**config.mk**
```make
export PLATFORM = sky130hd
export DESIGN_NAME = fifo_wr_arbiter_flat
export DESIGN_NICKNAME = d
export VERILOG_FILES = /design/src/rtl/fifo_arb_pkg.sv /design/src/rtl/fifo_wr_arbiter_if.sv /design/src/rtl/rr_pick.sv /design/src/rtl/fifo_wr_arbiter.sv /design/src/flat_wrapper.sv
export SDC_FILE = /design/constraint.sdc
export NUM_CORES = 1
export LEC_CHECK = 0
export CORE_ASPECT_RATIO = 1.2
export CORE_UTILIZATION = 48
export CTS_BUF_LIST = sky130_fd_sc_hd__clkbuf_2 sky130_fd_sc_hd__clkbuf_4 sky130_fd_sc_hd__clkbuf_8
export DETAILED_ROUTE_END_ITERATION = 12
export HOLD_SLACK_MARGIN = 0.08
export PLACE_DENSITY = 0.9
export SYNTH_ARGS = -nofsm -noshare
export SYNTH_HDL_FRONTEND = slang
export SYNTH_HIERARCHICAL = 1
export SYNTH_SLANG_ARGS = --single-unit
```
**constraint.sdc**
```tcl
create_clock -name clk -period 9.3 [get_ports clk]
set_clock_uncertainty 0.15 [all_clocks]
set_input_delay 2.325 -clock clk [delete_from_list [all_inputs] [get_ports clk]]
set_output_delay 2.325 -clock clk [all_outputs]
set_load 0.02 [all_outputs]
```
**src/rtl/fifo_arb_pkg.sv**
```systemverilog
// Shared types for the FIFO write-port arbiter: arbiter state and pointer-width helper.
// No timing content; pure declarations.
package fifo_arb_pkg;

  typedef enum logic [0:0] {
    IDLE  = 1'b0,
    BURST = 1'b1
  } arb_state_e;

  function automatic int ptr_w(input int n);
    return (n > 1) ? $clog2(n) : 1;
  endfunction

endpackage

```
**src/rtl/fifo_wr_arbiter_if.sv**
```systemverilog
// Producer-bank and FIFO write-side signals shared by the arbiter (slave) and its driver (master).
// Zero-latency accept: a transfer happens on any rising edge with req[i] and gnt[i] both high.
interface fifo_wr_arbiter_if #(
  parameter int nreq  = 4,
  parameter int dwith = 8
);

  logic [nreq-1:0]       req;
  logic [nreq*dwith-1:0] req_data;
  logic [nreq-1:0]       gnt;
  logic                  fifo_we;
  logic [dwith-1:0]      fifo_din;
  logic                  fifo_full;
  logic                  rd_fire;

  modport master (
    output req, req_data, fifo_full, rd_fire,
    input  gnt, fifo_we, fifo_din
  );

  modport slave (
    input  req, req_data, fifo_full, rd_fire,
    output gnt, fifo_we, fifo_din
  );

endinterface

```
**src/rtl/rr_pick.sv**
```systemverilog
// Rotating-priority encoder: first set req bit scanning upward from start, wrapping modulo nreq.
// Purely combinational; no backpressure.
module rr_pick
  import fifo_arb_pkg::*;
#(
  parameter int nreq = 4
) (
  input  logic [nreq-1:0]          req,
  input  logic [ptr_w(nreq)-1:0]   start,
  output logic                     vld,
  output logic [ptr_w(nreq)-1:0]   idx
);

  localparam int PW = ptr_w(nreq);

  logic [2*nreq-1:0] dbl;
  logic [nreq-1:0]   rot;
  logic [PW-1:0]     off;
  logic [PW:0]       sum;

  // Rotate so bit 0 is req[start]; the lowest set bit of rot is the winner's offset.
  always_comb begin
    dbl = {req, req};
    rot = nreq'(dbl >> start);
    vld = 1'b0;
    off = '0;
    for (int i = nreq - 1; i >= 0; i--) begin
      if (rot[i]) begin
        vld = 1'b1;
        off = PW'(i);
      end
    end
    sum = {1'b0, start} + {1'b0, off};
    idx = (sum >= (PW+1)'(nreq)) ? PW'(sum - (PW+1)'(nreq)) : sum[PW-1:0];
  end

endmodule

```
**src/rtl/fifo_wr_arbiter.sv**
```systemverilog
// Round-robin arbiter sharing one FIFO write port among nreq producers, with per-owner burst limit and level tracking.
// Zero-cycle accept (gnt is combinational); fifo_full forces gnt low and freezes arbitration state.
module fifo_wr_arbiter
  import fifo_arb_pkg::*;
#(
  parameter int nreq      = 4,
  parameter int dwith     = 8,
  parameter int dsize     = 8,
  parameter int max_burst = 2,
  parameter int af_thresh = 6
) (
  input  logic                      clk,
  input  logic                      nrst,
  fifo_wr_arbiter_if.slave          bus,
  output logic [$clog2(dsize):0]    level,
  output logic                      almost_full,
  output logic [ptr_w(nreq)-1:0]    owner
);

  localparam int PW = ptr_w(nreq);
  localparam int LW = $clog2(dsize) + 1;
  localparam int CW = $clog2(max_burst + 1);

  arb_state_e     state_q, state_d;
  logic [PW-1:0]  rr_ptr_q, rr_ptr_d;
  logic [PW-1:0]  owner_q, owner_d;
  logic [CW-1:0]  burst_cnt_q, burst_cnt_d;
  logic [LW-1:0]  level_q, level_d;
  logic           af_q, af_d;

  logic [nreq-1:0]  gnt_c;
  logic [nreq-1:0]  gnt;
  logic             take_new;
  logic [PW-1:0]    pick_start;
  logic [PW-1:0]    pick_idx;
  logic             pick_vld;
  logic             fifo_we;
  logic [dwith-1:0] fifo_din;

  function automatic logic [PW-1:0] wrap_inc(input logic [PW-1:0] x);
    return (x == PW'(nreq - 1)) ? '0 : x + 1'b1;
  endfunction

  // When a burst owner drops req, the search restarts just past it in the same cycle.
  assign pick_start = (state_q == BURST) ? wrap_inc(owner_q) : rr_ptr_q;

  rr_pick #(
    .nreq (nreq)
  ) u_pick (
    .req   (bus.req),
    .start (pick_start),
    .vld   (pick_vld),
    .idx   (pick_idx)
  );

  always_comb begin
    state_d     = state_q;
    rr_ptr_d    = rr_ptr_q;
    owner_d     = owner_q;
    burst_cnt_d = burst_cnt_q;
    gnt_c       = '0;
    take_new    = 1'b0;

    if (!bus.fifo_full) begin
      if (state_q == BURST) begin
        if (bus.req[owner_q]) begin
          gnt_c[owner_q] = 1'b1;
          burst_cnt_d    = burst_cnt_q + 1'b1;
          if (burst_cnt_d == CW'(max_burst)) begin
            rr_ptr_d = wrap_inc(owner_q);
            state_d  = IDLE;
          end
        end else begin
          rr_ptr_d = wrap_inc(owner_q);
          state_d  = IDLE;
          take_new = 1'b1;
        end
      end else begin
        take_new = 1'b1;
      end

      if (take_new && pick_vld) begin
        gnt_c[pick_idx] = 1'b1;
        owner_d         = pick_idx;
        burst_cnt_d     = CW'(1);
        if (max_burst == 1) begin
          rr_ptr_d = wrap_inc(pick_idx);
          state_d  = IDLE;
        end else begin
          state_d  = BURST;
        end
      end
    end
  end

  // Grants must be silent while reset is held, even though the state already reads IDLE.
  assign gnt     = nrst ? gnt_c : '0;
  assign fifo_we = |(gnt & bus.req);

  always_comb begin
    fifo_din = '0;
    for (int i = 0; i < nreq; i++) begin
      if (gnt[i]) begin
        fifo_din = bus.req_data[i*dwith +: dwith];
      end
    end
  end

  always_comb begin
    level_d = level_q;
    if (fifo_we && !bus.rd_fire && (level_q != LW'(dsize))) begin
      level_d = level_q + 1'b1;
    end else if (bus.rd_fire && !fifo_we && (level_q != '0)) begin
      level_d = level_q - 1'b1;
    end
    af_d = (level_d >= LW'(af_thresh));
  end

  always_ff @(posedge clk or negedge nrst) begin
    if (!nrst) begin
      state_q     <= IDLE;
      rr_ptr_q    <= '0;
      owner_q     <= '0;
      burst_cnt_q <= '0;
      level_q     <= '0;
      af_q        <= 1'b0;
    end else begin
      state_q     <= state_d;
      rr_ptr_q    <= rr_ptr_d;
      owner_q     <= owner_d;
      burst_cnt_q <= burst_cnt_d;
      level_q     <= level_d;
      af_q        <= af_d;
    end
  end

  assign bus.gnt      = gnt;
  assign bus.fifo_we  = fifo_we;
  assign bus.fifo_din = fifo_din;
  assign level        = level_q;
  assign almost_full  = af_q;
  assign owner        = owner_q;

endmodule

```
**src/flat_wrapper.sv**
```systemverilog
// flat-port wrapper written by rule: the top's interface ports become plain ports
module fifo_wr_arbiter_flat import fifo_arb_pkg::*;
#(
  parameter int nreq      = 4,
  parameter int dwith     = 8,
  parameter int dsize     = 8,
  parameter int max_burst = 2,
  parameter int af_thresh = 6
)
  (clk, nrst, level, almost_full, owner, bus_req, bus_req_data, bus_fifo_full, bus_rd_fire, bus_gnt, bus_fifo_we, bus_fifo_din);
  fifo_wr_arbiter_if #(.nreq(nreq), .dwith(dwith)) bus_i ();
  input  logic clk;
  input  logic nrst;
  output logic [$clog2(dsize):0] level;
  output logic almost_full;
  output logic [ptr_w(nreq)-1:0] owner;
  input wire logic [$bits(bus_i.req)-1:0] bus_req;
  input wire logic [$bits(bus_i.req_data)-1:0] bus_req_data;
  input wire logic [$bits(bus_i.fifo_full)-1:0] bus_fifo_full;
  input wire logic [$bits(bus_i.rd_fire)-1:0] bus_rd_fire;
  output wire logic [$bits(bus_i.gnt)-1:0] bus_gnt;
  output wire logic [$bits(bus_i.fifo_we)-1:0] bus_fifo_we;
  output wire logic [$bits(bus_i.fifo_din)-1:0] bus_fifo_din;
  assign bus_i.req = bus_req;
  assign bus_i.req_data = bus_req_data;
  assign bus_i.fifo_full = bus_fifo_full;
  assign bus_i.rd_fire = bus_rd_fire;
  assign bus_gnt = bus_i.gnt;
  assign bus_fifo_we = bus_i.fifo_we;
  assign bus_fifo_din = bus_i.fifo_din;
  fifo_wr_arbiter #(.nreq(nreq), .dwith(dwith), .dsize(dsize), .max_burst(max_burst), .af_thresh(af_thresh)) u_core (.clk(clk), .nrst(nrst), .bus(bus_i), .level(level), .almost_full(almost_full), .owner(owner));
endmodule
```
After elaboration in Yosys (flattened, before gate mapping)
Cells that the tools add are included.
Word-level totals
  register bits: 12
  word-level logic and storage cells: 83
Cells by class
  add/sub/neg operators: 6
  $lt $le $gt $ge: 6
  equality and inequality tests: 4
  shift operators: 1
  muxes and demuxes: 41
  bitwise logic cells: 3
  reduce and logical (&&, ||, !) cells: 16
Operators with widths (count)
  2-to-1 mux 4 bit: 8
  2-to-1 mux 8 bit: 4
  2-to-1 mux 2 bit: 12
  2-to-1 mux 1 bit: 14
  >> shifter 8 x 2 -> 4 bit: 1
  logical AND 1 bit: 7
  less-than comparator 2 x 3 -> 1 bit, second input constant: 2
  AND reduction 3 bit: 2
  adder 2 x 1 -> 2 bit, second input constant: 2
  adder 4 x 1 -> 4 bit, second input constant: 1
  bitwise AND 4 bit: 1
  demux 1 bit (select 2 bit): 2
  equality test 2 bit, second input constant: 2
  >= comparator 2 x 1 -> 1 bit, second input constant: 2
  >= comparator 4 x 3 -> 1 bit, second input constant: 1
  != test 4 bit, second input constant: 1
  OR 4 bit: 1
  nonzero test 2 bit: 2
  nonzero test 4 bit: 1
  OR reduction 4 bit: 1
  subtractor 4 x 1 -> 4 bit, second input constant: 1
  adder 2 x 2 -> 3 bit: 1
  >= comparator 3 bit, second input constant: 1
  binary-select mux 1 bit (select 2 bit): 1
  other kinds (5): 6

Longest topological paths before layout
  depth in word-level cells: 27
  gate-level depth with buffers: 15
  gate-level depth less buffers: 15

By module
Netlist, hierarchy kept.
Modules (own cells, without submodules)
  fifo_wr_arbiter: instances 1, cells each 137, area each 1234.9 µm², sequential area each 300.3 µm²
  rr_pick: instances 1, cells each 23, area each 180.2 µm², sequential area each 0.0 µm²

Worst setup path before layout
No wires, ideal clock.
  path type: input -> output
  start: in bus_req[1]
  end: out bus_fifo_din[0]
  arrival time: 4.871 ns
  setup slack: 1.954 ns
  stages on the path: 11
  buffers on the path: 0
  cell sequence: nor2b_1 > a21oi_1 > o22ai_1 > o21a_1 > ha_1 > xnor2_1 > xnor2_1 > or4b_1 > mux2i_1 > a32oi_1 > a211oi_1
On the way
  word-level cells in the longest chain between the ends: 20
Ends and longest elaborated chain
  from (decl): line flat_wrapper.sv:17  | input wire logic [$bits(bus_i.req)-1:0] bus_req;
  >> shifter 8 x 2 -> 4 bit *: line rr_pick.sv:24  | rot = nreq'(dbl >> start);
  2-to-1 mux 2 bit (3 in a row): line rr_pick.sv:28  | if (rot[i]) begin
  2-to-1 mux 2 bit *: line rr_pick.sv:28
  adder 2 x 2 -> 3 bit *: line rr_pick.sv:33  | sum = {1'b0, start} + {1'b0, off};
  >= comparator 3 bit or subtractor 2 x 1 -> 2 bit (tied branches): line rr_pick.sv:34  | idx = (sum >= (PW+1)'(nreq)) ? PW'(sum - (PW+1)'(nreq)) : sum[PW-1:0];
  2-to-1 mux 2 bit *: line rr_pick.sv:34
  net u_core.pick_idx[1]: line fifo_wr_arbiter.sv:35  | logic [PW-1:0] pick_idx;
  less-than comparator 2 x 3 -> 1 bit (not written as such) or >= comparator 2 x 1 -> 1 bit (tied branches): line fifo_wr_arbiter.sv:83  | gnt_c[pick_idx] = 1'b1;
  logical AND 1 bit (not written as such): line fifo_wr_arbiter.sv:83
  2-to-1 mux 1 bit (not written as such): line fifo_wr_arbiter.sv:83
  demux 1 bit (select 2 bit) *
  OR 4 bit (no source line) *
  2-to-1 mux 4 bit *: line fifo_wr_arbiter.sv:82  | if (take_new && pick_vld) begin
  2-to-1 mux 4 bit *: line fifo_wr_arbiter.sv:64  | if (!bus.fifo_full) begin
  2-to-1 mux 4 bit *: line fifo_wr_arbiter.sv:97  | assign gnt = nrst ? gnt_c : '0;
  2-to-1 mux 8 bit (3 in a row): line fifo_wr_arbiter.sv:103  | if (gnt[i]) begin
  2-to-1 mux 8 bit *: line fifo_wr_arbiter.sv:103
  to (decl): line flat_wrapper.sv:23  | output wire logic [$bits(bus_i.fifo_din)-1:0] bus_fifo_din;
The timed path passes the listed nets; every way through them passes the cells marked *. The select of a mux whose other input is x is not followed.

Worst setup path in the final report
  start: in bus_req[0]
  end: out bus_fifo_din[0]
The elaborated chain is that of the path after synthesis.

==> flow_summary.toml <==
[detailed_routing]
vias = 1558
antenna_left = 0
drc = 0
drt_pass1_iterations = 5
vias_per_cell = 6.16
drt-total-wl_um = 3990
wl_per_cell_um = 15.8
drtIter0Drc = 55

[worst_setup_path]
cpMaxStageDelayCell = "clkdlybuf4s50_1"
cp_cell_sequence = "clkdlybuf4s50_1, nor2b_1, a21oi_1, o22ai_1, o21a_1, ha_1, xnor2_1, xnor2_1, or4b_1, mux2i_1, a32oi_1, a211oi_1, clkdlybuf4s50_1"
rr_endpoint = "u_core/almost_full$_DFF_PN0_"
r2r_cells = 15
critPathTopFamily = "buffers and inverters"
critPathKind = "in2out"
regToRegStartpoint = "u_core/owner[0]$_DFFE_PN0P_"
start_kind = "input pin"
crit_buf_inv = 2
setup.worst_path.end_class = "output port"
cp-startpoint = "bus_req[0]"
slowest_delay_ns = 0.71
cp_max_fo = 11
cp_data_required_time_ns = 6.83
r2r_slack_ns = 4.99
crit_path_end = "bus_fifo_din[0]"
cp_num_cells = 13
crit_arrival_ns = 6.24

[synth]
synth_edf_count = 0
synth.avg_cell_area_um2 = 8.84
dominantRegCellSynth = "dfrtp_1"
synth-seq-area-share = 0.212
yosysMostFrequentCell = "dfrtp_1"
yosysTopAreaCellShare = 0.212
ys_warn_count = 6
ys_ff_latch = 12
synth_top_area_cell = "dfrtp_1"
synth.area.top_cells = "dfrtp_1 (21%), mux2_2 (7.2%), ha_1 (7.1%)"
async_flop_share = 1.00
syn_inst = 160
netlist_area_um2 = 1420
ys_top_cells_by_count = "dfrtp_1 (12), nand2_1 (10), nor3_1 (10), inv_1 (9), mux2_2 (9)"
synthesis.nets = 208
synth_cell_type_count = 47

[floorplan]
ios = 60
placementRows = 21
fp.dieW_um = 51.6
start_util = 0.508
die_h_um = 61.5
coreArea_um2 = 2790
dieArea_um2 = 3170

[sta]
slew_viol_final = 0
post-route-period-util = 0.937
rsz0062_at_grt = "false"
fmax_mhz = 115
fin_setup_tns_ns = 0
relSlewSlack = 0.438
setup_viol = 0
worst_pin_slew_ns = 0.819
fin_crit_ns = 8.72
hold_viol = 0

[clock_network]
path_clk_slew_ns = 0.07
clock_latency_ns = 0.26
cts_buffers = 3
cts_max_level = 1
cts_buffer_depth = 2
cts_tree = "built"
post_cts_buffers = 0
cts_resized = 0
clockRootBuffer = "clkbuf_4"
cts_hold_buf = 0
clock-sinks = 12

[global_routing]
grt_pass1_wl_um = 6150
grt_pass1_vias = 1419
antenna_found_initial = 0
grt_start_max_net_pins = 23
grt_overflow = 0
gr-usage-all-layers = 0.255

[placement]
port_buffers = 59
dpl_cell_area_um2 = 2040
gp_congestion = 0.778
dp_hpwl_um = 3060

[worst_hold_path]
hp-class = "reg2reg"

[cells_and_area]
finalNetCount = 269
diodes = 0
layout-drive-gt1-share = 0.123
syn_to_final_growth_pct = 45.5
final_cell_area_um2 = 2060

[power]
p_leak_uw = 0.000786
max-vdd-ir-drop_v = 0.000264
p_per_area_nw_per_um2 = 425

[outcome]
status = "finished, final reports clean"

[run]
drv_cap = 0
## cell type report
| class | count | area, um2 |
|---|---|---|
| fillers | 226 | 726 |
| inverters | 9 | 33.8 |
| flip-flops and latches | 12 | 300 |
| well taps | 34 | 42.5 |
| multi-input cells | 134 | 1050 |
| repair buffers | 61 | 606 |
| clock buffers | 3 | 22.5 |
## per-layer routing
metal	share of wire	vias up	track usage
li1	-	741	-
met1	0.41	740	0.299
met2	0.50	71	0.464
met3	0.082	6	0.0469
met4	0.0090	0	0.0927
met5	0	-	0
## state kept, by name, summed over array words and instances, names as in the netlist
| signal | flops |
|---|---|
| u_core/state_q | 1 |
| u_core/owner | 2 |
| u_core/burst_cnt_q | 2 |
| u_core/almost_full | 1 |
| u_core/rr_ptr_q | 2 |
| u_core/level | 4 |
## placed cells by master (no fill, tap or decap), drive strengths merged, types with 3 or more instances in the layout
cell / n
nor2: 8
xnor2: 3
nor2b: 4
a21oi: 8
mux2i: 9
nand2: 10
a32oi: 8
mux2: 13
clkdlybuf4s50: 59
nor4: 8
a211oi: 8
clkbuf: 3
inv: 9
or4b: 3
ha: 8
dfrtp: 12
nand2b: 5
nor3: 10
## power by group
part,internal [uW],total [uW],switching [uW]
Clock,14.9,30.1,15.1
Sequential,79.1,111,32.0
Combinational,336,735,399
Total,430,876,446
## cell families (layout without fill, tap and decap cells)
kind of cell,Yosys count,in the layout,share of synthesized area
compound gates,41,41,0.220
xor+xnor,4,4,0.0248
fa+ha+maj,8,8,0.0707
buf+inv,14,73,0.0424
flops,12,12,0.212
mux,23,23,0.194
simple gates,58,58,0.236
## stage by stage
step | util | hold WS [ns] | std cells | worst slack, ns | power, uW
2_1_floorplan | - | 0.299 | 160 | 1.95 | 607
3_3_place_gp | 0.731 | 0.314 | 250 | 0.761 | 812
3_5_place_dp | 0.731 | 0.350 | 250 | 0.654 | 835
4_1_cts | 0.739 | 0.367 | 253 | 0.667 | 872
6_report | 0.739 | 0.363 | 253 | 0.585 | 876
5_1_grt | 0.739 | 0.384 | 253 | 0.353 | 943
## how the worst min path moves through the flow
| stage | startpoint | endpoint | cells past startpoint |
|---|---|---|---|
| 4_1_cts | u_core/rr_ptr_q[1]$_DFFE_PN0P_ | u_core/rr_ptr_q[1]$_DFFE_PN0P_ | 1 |
| 3_3_place_gp | u_core/burst_cnt_q[1]$_DFFE_PN0P_ | u_core/burst_cnt_q[1]$_DFFE_PN0P_ | 2 |
| 3_5_place_dp | u_core/burst_cnt_q[0]$_DFFE_PN0P_ | u_core/burst_cnt_q[0]$_DFFE_PN0P_ | 1 |
| 2_1_floorplan | u_core/burst_cnt_q[1]$_DFFE_PN0P_ | u_core/burst_cnt_q[1]$_DFFE_PN0P_ | 2 |
| 6_report | u_core/rr_ptr_q[1]$_DFFE_PN0P_ | u_core/rr_ptr_q[1]$_DFFE_PN0P_ | 1 |
| 5_1_grt | u_core/rr_ptr_q[0]$_DFFE_PN0P_ | u_core/rr_ptr_q[0]$_DFFE_PN0P_ | 1 |
Power figures use the tool's default switching activity.
==> edit 1, RTL diff (same flow settings) <==
`dwith` is set to 8 in 3 places; all go to 4.
--- a/src/rtl/fifo_wr_arbiter_if.sv
+++ b/src/rtl/fifo_wr_arbiter_if.sv
@@ -2,7 +2,7 @@
 // Zero-latency accept: a transfer happens on any rising edge with req[i] and gnt[i] both high.
 interface fifo_wr_arbiter_if #(
   parameter int nreq  = 4,
-  parameter int dwith = 8
+  parameter int dwith = 4
 );
 
   logic [nreq-1:0]       req;
--- a/src/rtl/fifo_wr_arbiter.sv
+++ b/src/rtl/fifo_wr_arbiter.sv
@@ -4,7 +4,7 @@
   import fifo_arb_pkg::*;
 #(
   parameter int nreq      = 4,
-  parameter int dwith     = 8,
+  parameter int dwith     = 4,
   parameter int dsize     = 8,
   parameter int max_burst = 2,
   parameter int af_thresh = 6
--- a/src/flat_wrapper.sv
+++ b/src/flat_wrapper.sv
@@ -2,7 +2,7 @@
 module fifo_wr_arbiter_flat import fifo_arb_pkg::*;
 #(
   parameter int nreq      = 4,
-  parameter int dwith     = 8,
+  parameter int dwith     = 4,
   parameter int dsize     = 8,
   parameter int max_burst = 2,
   parameter int af_thresh = 6
Interface: changed (resized bus_fifo_din and bus_req_data); port bits go from 60 to 40. No check against the original RTL was run, so the function may have changed too.
==> edit 1 against the unedited design <==
  * Via count fell by 16%
  * Largest cell class unchanged
  * Critical path depth rose by 2
  * Sequential cell count did not move
  * Wire length fell by 21%
  * Count of clock-buffer cells in the layout rose by 1
  * Total power fell by 19%
  * Cell area fell by 15%
  * Maximum frequency rose by 3.8%
  * Worst setup slack improved by 0.32 ns
  * Worst hold slack got worse by 0.035 ns
  * Synthesized cell count fell by 5.6%
  * Synthesized area fell by 7.9%
==> edit 1: results (changes against the unedited design) <==
- The flow ran to the end, and the final reports show no timing, DRC or antenna violations.
- The largest net degree at the start of global routing came to 15 (-35%).
- The total clock buffers created by CTS is 3 (unchanged).
- The detailed placement HPWL is 2.42 mm (-21%).
- The count of input and output buffers is 39 (-34%).
- The total global-route track usage is 23.3% (-2.2 points).
- The peak supply drop is 0.230 mV (-13%).
- The number of antenna violations at the first check in global routing is 0 (unchanged).
- The standard cell area after detailed placement is 0.00171 sq mm (-16%).
- The type of the most critical hold path is register to register.
- The clock network latency to the later pin of the worst-skew pair was 0.28 ns (+0.02 ns).
- The via count was 1314 (-16%).
- The commonest register cell after synthesis is dfrtp_1.
- Sorting the synthesized cells by how often they occur yields nand2_1, a21oi_1, nor2_1.
- The clock-pin slew reported for the worst setup and hold paths after clock tree synthesis was 0.07 ns (about the same).
- The async set-or-reset flop fraction in the synthesized netlist was 100% (unchanged).
- The slew at the pin with the worst max-slew slack is 0.590 ns (-0.229 ns).
- The data arrival at the endpoint of the critical path is 5.92 ns (-0.32 ns).
- The average routed wire per standard cell is 14.2 microns (-10%).
- The fraction of the yosys area taken by sequential cells is 23.0% (+1.8 points).
- The tree is rooted in a clkbuf_4.
- The worst register-to-register path begins at u_core/owner[0].
- The number of buffers inserted by post-CTS setup repair is 0 (unchanged).
- The detailed-routing iteration count for the pre-antenna-repair pass is 4 (-1).
- The leakage power is 0.000701 uW (-11%).
- The minimum setup slack after placement is 0.910 ns (+0.256 ns).
- By area the synthesized netlist is led by dfrtp_1, ha_1, a21oi_1, nand2_1, mux2i_1.
- The internal power component is 373 uW (-13%).
- The origin of the worst min-delay path is u_core/burst_cnt_q[0].
- The biggest cell delay along the critical path was 0.69 ns (-0.02 ns).
- The count of antenna diodes in the layout was 0 (unchanged).
- The H-tree depth is 1 (unchanged).
- The global-route wire length before repair is 5.31 mm (-14%).
- The DRC violation total after the first TritonRoute iteration was 26 (-53%).
- The critical path starts at bus_req[0].
- The share of layout cells above drive strength 1 is 13.2% (+0.90 points).
- The weighted congestion reported at the end of routability-driven placement came to 0.866 (+11%).
- The number of instances in the synthesized netlist is 151 (-5.6%).
- The number of global-route vias before repair is 1227 (-14%).
- The routed wire length is 3.15 mm (-21%).
- The total of warnings raised by yosys is 6 (unchanged).
- The net count of the mapped netlist is 183 (-12%).
- The final-layout setup total negative slack came to 0 ns (unchanged).
- Among all stages on the critical path, the largest delay is contributed by clkdlybuf4s50_1.
- The number of flip-flops under the largest register name is 4 (unchanged).
- The maximum clock path buffer count is 2 (unchanged).
-- edit 1: changes by cell type after synthesis, moves of 4 or more --
cell,unedited run,this run
nor2_1,8,13
a211oi_1,8,2
a221o_2,0,4
nand2_1,10,15
nor3_1,10,3
a21oi_1,8,13
a32oi_1,8,0
nor4_1,8,0
mux2_2,9,4
-- edit 1: power by group through the flow --
stage          Sequential, uW  Combinational, uW  Clock, uW
2_1_floorplan             116                395          0
3_3_place_gp              107                537          0
3_5_place_dp              110                549          0
4_1_cts                   109                553       43.4
5_1_grt                   113                608       44.4
6_report                  109                557       41.2
-- edit 1: cell families after synthesis --
logic type               Yosys count  share of synthesized area (%)
AND/OR/NAND/NOR                   54                           21.9
adder cells (fa/ha/maj)            8                           7.68
multiplexers                      12                           11.9
flip-flops                        12                           23.0
AO/OA/AOI/OAI                     45                           27.1
XOR/XNOR                           4                           2.69
buffers and inverters             16                           5.76
-- edit 1: critical path, delay by kind of cell --
family / cells / cell delay [ns]
fa+ha+maj: 1 / 0.19
xor+xnor: 2 / 0.59
buf+inv: 2 / 1.28
compound gates: 6 / 0.79
simple gates: 4 / 0.74
-- edit 1: metrics by stage --
stage	util, %	hold WS [ns]
3_3_place_gp	66.8	0.314
3_5_place_dp	66.8	0.317
6_report	68.2	0.328
4_1_cts	68.2	0.330
2_1_floorplan	-	0.296
5_1_grt	68.2	0.356
-- edit 1: layout make-up --
class | count | area, sq um
Clock buffer | 4 | 36.3
Fill cell | 220 | 811
Inverter | 10 | 37.5
Multi-Input combinational cell | 123 | 928
Sequential cell | 12 | 300
Tap cell | 33 | 41.3
Timing Repair Buffer | 40 | 398
-- edit 1: path summary, 6_finish.rpt --
| check | end | slack, ns | depth (start not counted) |
|---|---|---|---|
| max in group asynchronous | u_core/burst_cnt_q[0] | 6.35 | 1 |
| min | u_core/burst_cnt_q[0] | 0.33 | 1 |
| min in group asynchronous | u_core/level[3] | 2.27 | 1 |
| min reg2reg | u_core/burst_cnt_q[0] | 0.33 | 1 |
| max | bus_fifo_din[3] | 0.90 | 15 |
| max reg2reg | u_core/level[2] | 5.29 | 17 |
-- edit 1: metal layers --
layer / track usage, % / vias to the layer above / wire length (microns)
met5: 0 / - / 0
met4: 11.8 / 0 / 85
met3: 2.82 / 9 / 209
met2: 43.6 / 60 / 1540
met1: 25.6 / 607 / 1320
li1: - / 638 / -
==> edit 2, RTL diff (same settings) <==
Made on the original files. Register the output `level` once more, with the module's reset; this adds one clock of latency there. The other outputs are not delayed to match.
--- a/src/rtl/fifo_wr_arbiter.sv
+++ b/src/rtl/fifo_wr_arbiter.sv
@@ -137,7 +137,13 @@
   assign bus.gnt      = gnt;
   assign bus.fifo_we  = fifo_we;
   assign bus.fifo_din = fifo_din;
-  assign level        = level_q;
+  always_ff @(posedge clk or negedge nrst) begin
+    if (!nrst) begin
+      level <= '0;
+    end else begin
+      level <= level_q;
+    end
+  end
   assign almost_full  = af_q;
   assign owner        = owner_q;
 
Behaviour: not the same (Yosys sat finds a counterexample within 4 cycles, from zero or initial values and one cycle with nrst low).
==> edit 2 against the unedited design <==
  * Total power rose by 6.0%
  * Sequential cell count rose by 4
  * Wire length up 13%
  * Worst setup slack got worse by 0.13 ns
  * Die area increased by 6.8%
  * Cell area grew 4.5%
  * Largest cell class unchanged
  * Global-route usage is 1.4 points higher
  * Synthesized area up 7.1%
==> edit 2: results (changes against the unedited design) <==
- The flow ran to the end, and the final reports show no timing, DRC or antenna violations.
- The flip-flop and latch share of the layout cell area was 18.6% (+4.0 points).
- The detailed-routing iteration count for the pre-antenna-repair pass is 4 (-1).
- The flop-to-flop setup slack is 4.92 ns (-0.07 ns).
- The maximum clock path buffer count was 2 (unchanged).
- The DRC violation total after the first TritonRoute iteration is 53 (-3.6%).
- The power density of the placed cells was 431 mW/mm^2 (+1.4%).
- Following the worst setup path forward leads to its endpoint at bus_fifo_din[6].
- The number of sequential cells is 16 (+4).
- The total of fill cells in the finished design is 218 (-3.5%).
- The largest registers in the layout are u_core/level: 4 flops, u_core/level_q: 4 flops.
- The weighted congestion reported at the end of routability-driven placement is 0.905 (+16%).
- The clock distribution area overhead in the final layout is 1.05% (-0.047 points).
- The buffering overhead came to 27.8% (-1.6 points).
- The number of instances in the synthesized netlist was 164 (+2.5%).
- The slew at the pin with the worst max-slew slack came to 0.955 ns (+0.136 ns).
- By area the synthesized netlist is led by dfrtp_1, mux2_2, ha_1, mux2i_1, a32oi_1.
- The via count is 1636 (+5.0%).
- The internal power component came to 456 uW (+5.9%).
- The average routed wire per standard cell is 17.6 microns (+11%).
- The sequential share of power was 14.9% (+2.2 points).
- The detailed placement HPWL was 3.50 mm (+14%).
- By count the netlist is led by dfrtp_1, nand2_1, nor3_1.
- The fraction of the yosys area taken by sequential cells came to 26.4% (+5.2 points).
- The count of input and output buffers came to 59 (unchanged).
- The final standard cell area without fillers is 0.00215 sq mm (+4.5%).
- The global-route track usage on met1 is 26.1% (-3.8 points).
- The final net count is 272 (+1.1%).
- The minimum setup slack after placement is 0.544 ns (-0.110 ns).
- The clock network latency to the later pin of the worst-skew pair is 0.29 ns (+0.03 ns).
- The clock buffer instance count of the final layout is 3 (unchanged).
- The floorplan die area is 0.00339 sq mm (+6.8%).
- The routed wire length is 4.49 mm (+13%).
- The global-route wire length before repair was 6.79 mm (+10%).
- The met3 layer wire length in the routed design is 459 microns (+40%).
- The number of global-route vias before repair was 1513 (+6.6%).
- The routed length on met2 is 2.20 mm (+10%).
- The total global-route track usage is 26.9% (+1.4 points).
- The number of non-clock buffers is 60 (-1.6%).
- The worst flop-to-flop path startpoint is u_core/owner[0].
- The count of placed standard cells including taps is 253 (+1.2%).
- The leakage power is 0.000830 uW (+5.6%).
- The data arrival at the endpoint of the critical path is 6.37 ns (+0.13 ns).
- The biggest cell delay along the critical path is ~0.70 ns.
- The relative contribution of the clock network to total power is 3.8% (+0.4 points).
- The share of layout cells above drive strength 1 came to 11.7% (-0.62 points).
- The peak supply drop came to 0.284 mV (+7.4%).
- The fraction of met2 tracks used by global routing was 48.0% (+1.6 points).
- The net count of the mapped netlist is 212 (+1.9%).
## edit 2: changes by cell type after synthesis, sizes merged
cell | before | now
dfrtp | 12 | 16
## edit 2: logic make-up after synthesis
| family | synth area share [%] |
|---|---|
| AOI/OAI and AO/OA | 20.6 |
| xor gates and xnor gates | 2.31 |
| adders and majority gates | 6.61 |
| buffers and inverters | 3.96 |
| DFF | 26.4 |
| muxes | 18.1 |
| and+or+nand+nor | 22.0 |
## edit 2: how the worst min path moves through the flow
| stage | start | endpoint | slack [ns] | cells past startpoint |
|---|---|---|---|---|
| floorplan | u_core/level_q[3] | u_core/level[3] | 0.20 | 0 |
| global placement | u_core/level_q[1] | u_core/level[1] | 0.29 | 0 |
| detailed placement | u_core/level_q[1] | u_core/level[1] | 0.30 | 0 |
| CTS | u_core/level_q[1] | u_core/level[1] | 0.32 | 0 |
| global route | u_core/level_q[1] | u_core/level[1] | 0.35 | 0 |
| finish | u_core/level_q[1] | u_core/level[1] | 0.33 | 0 |
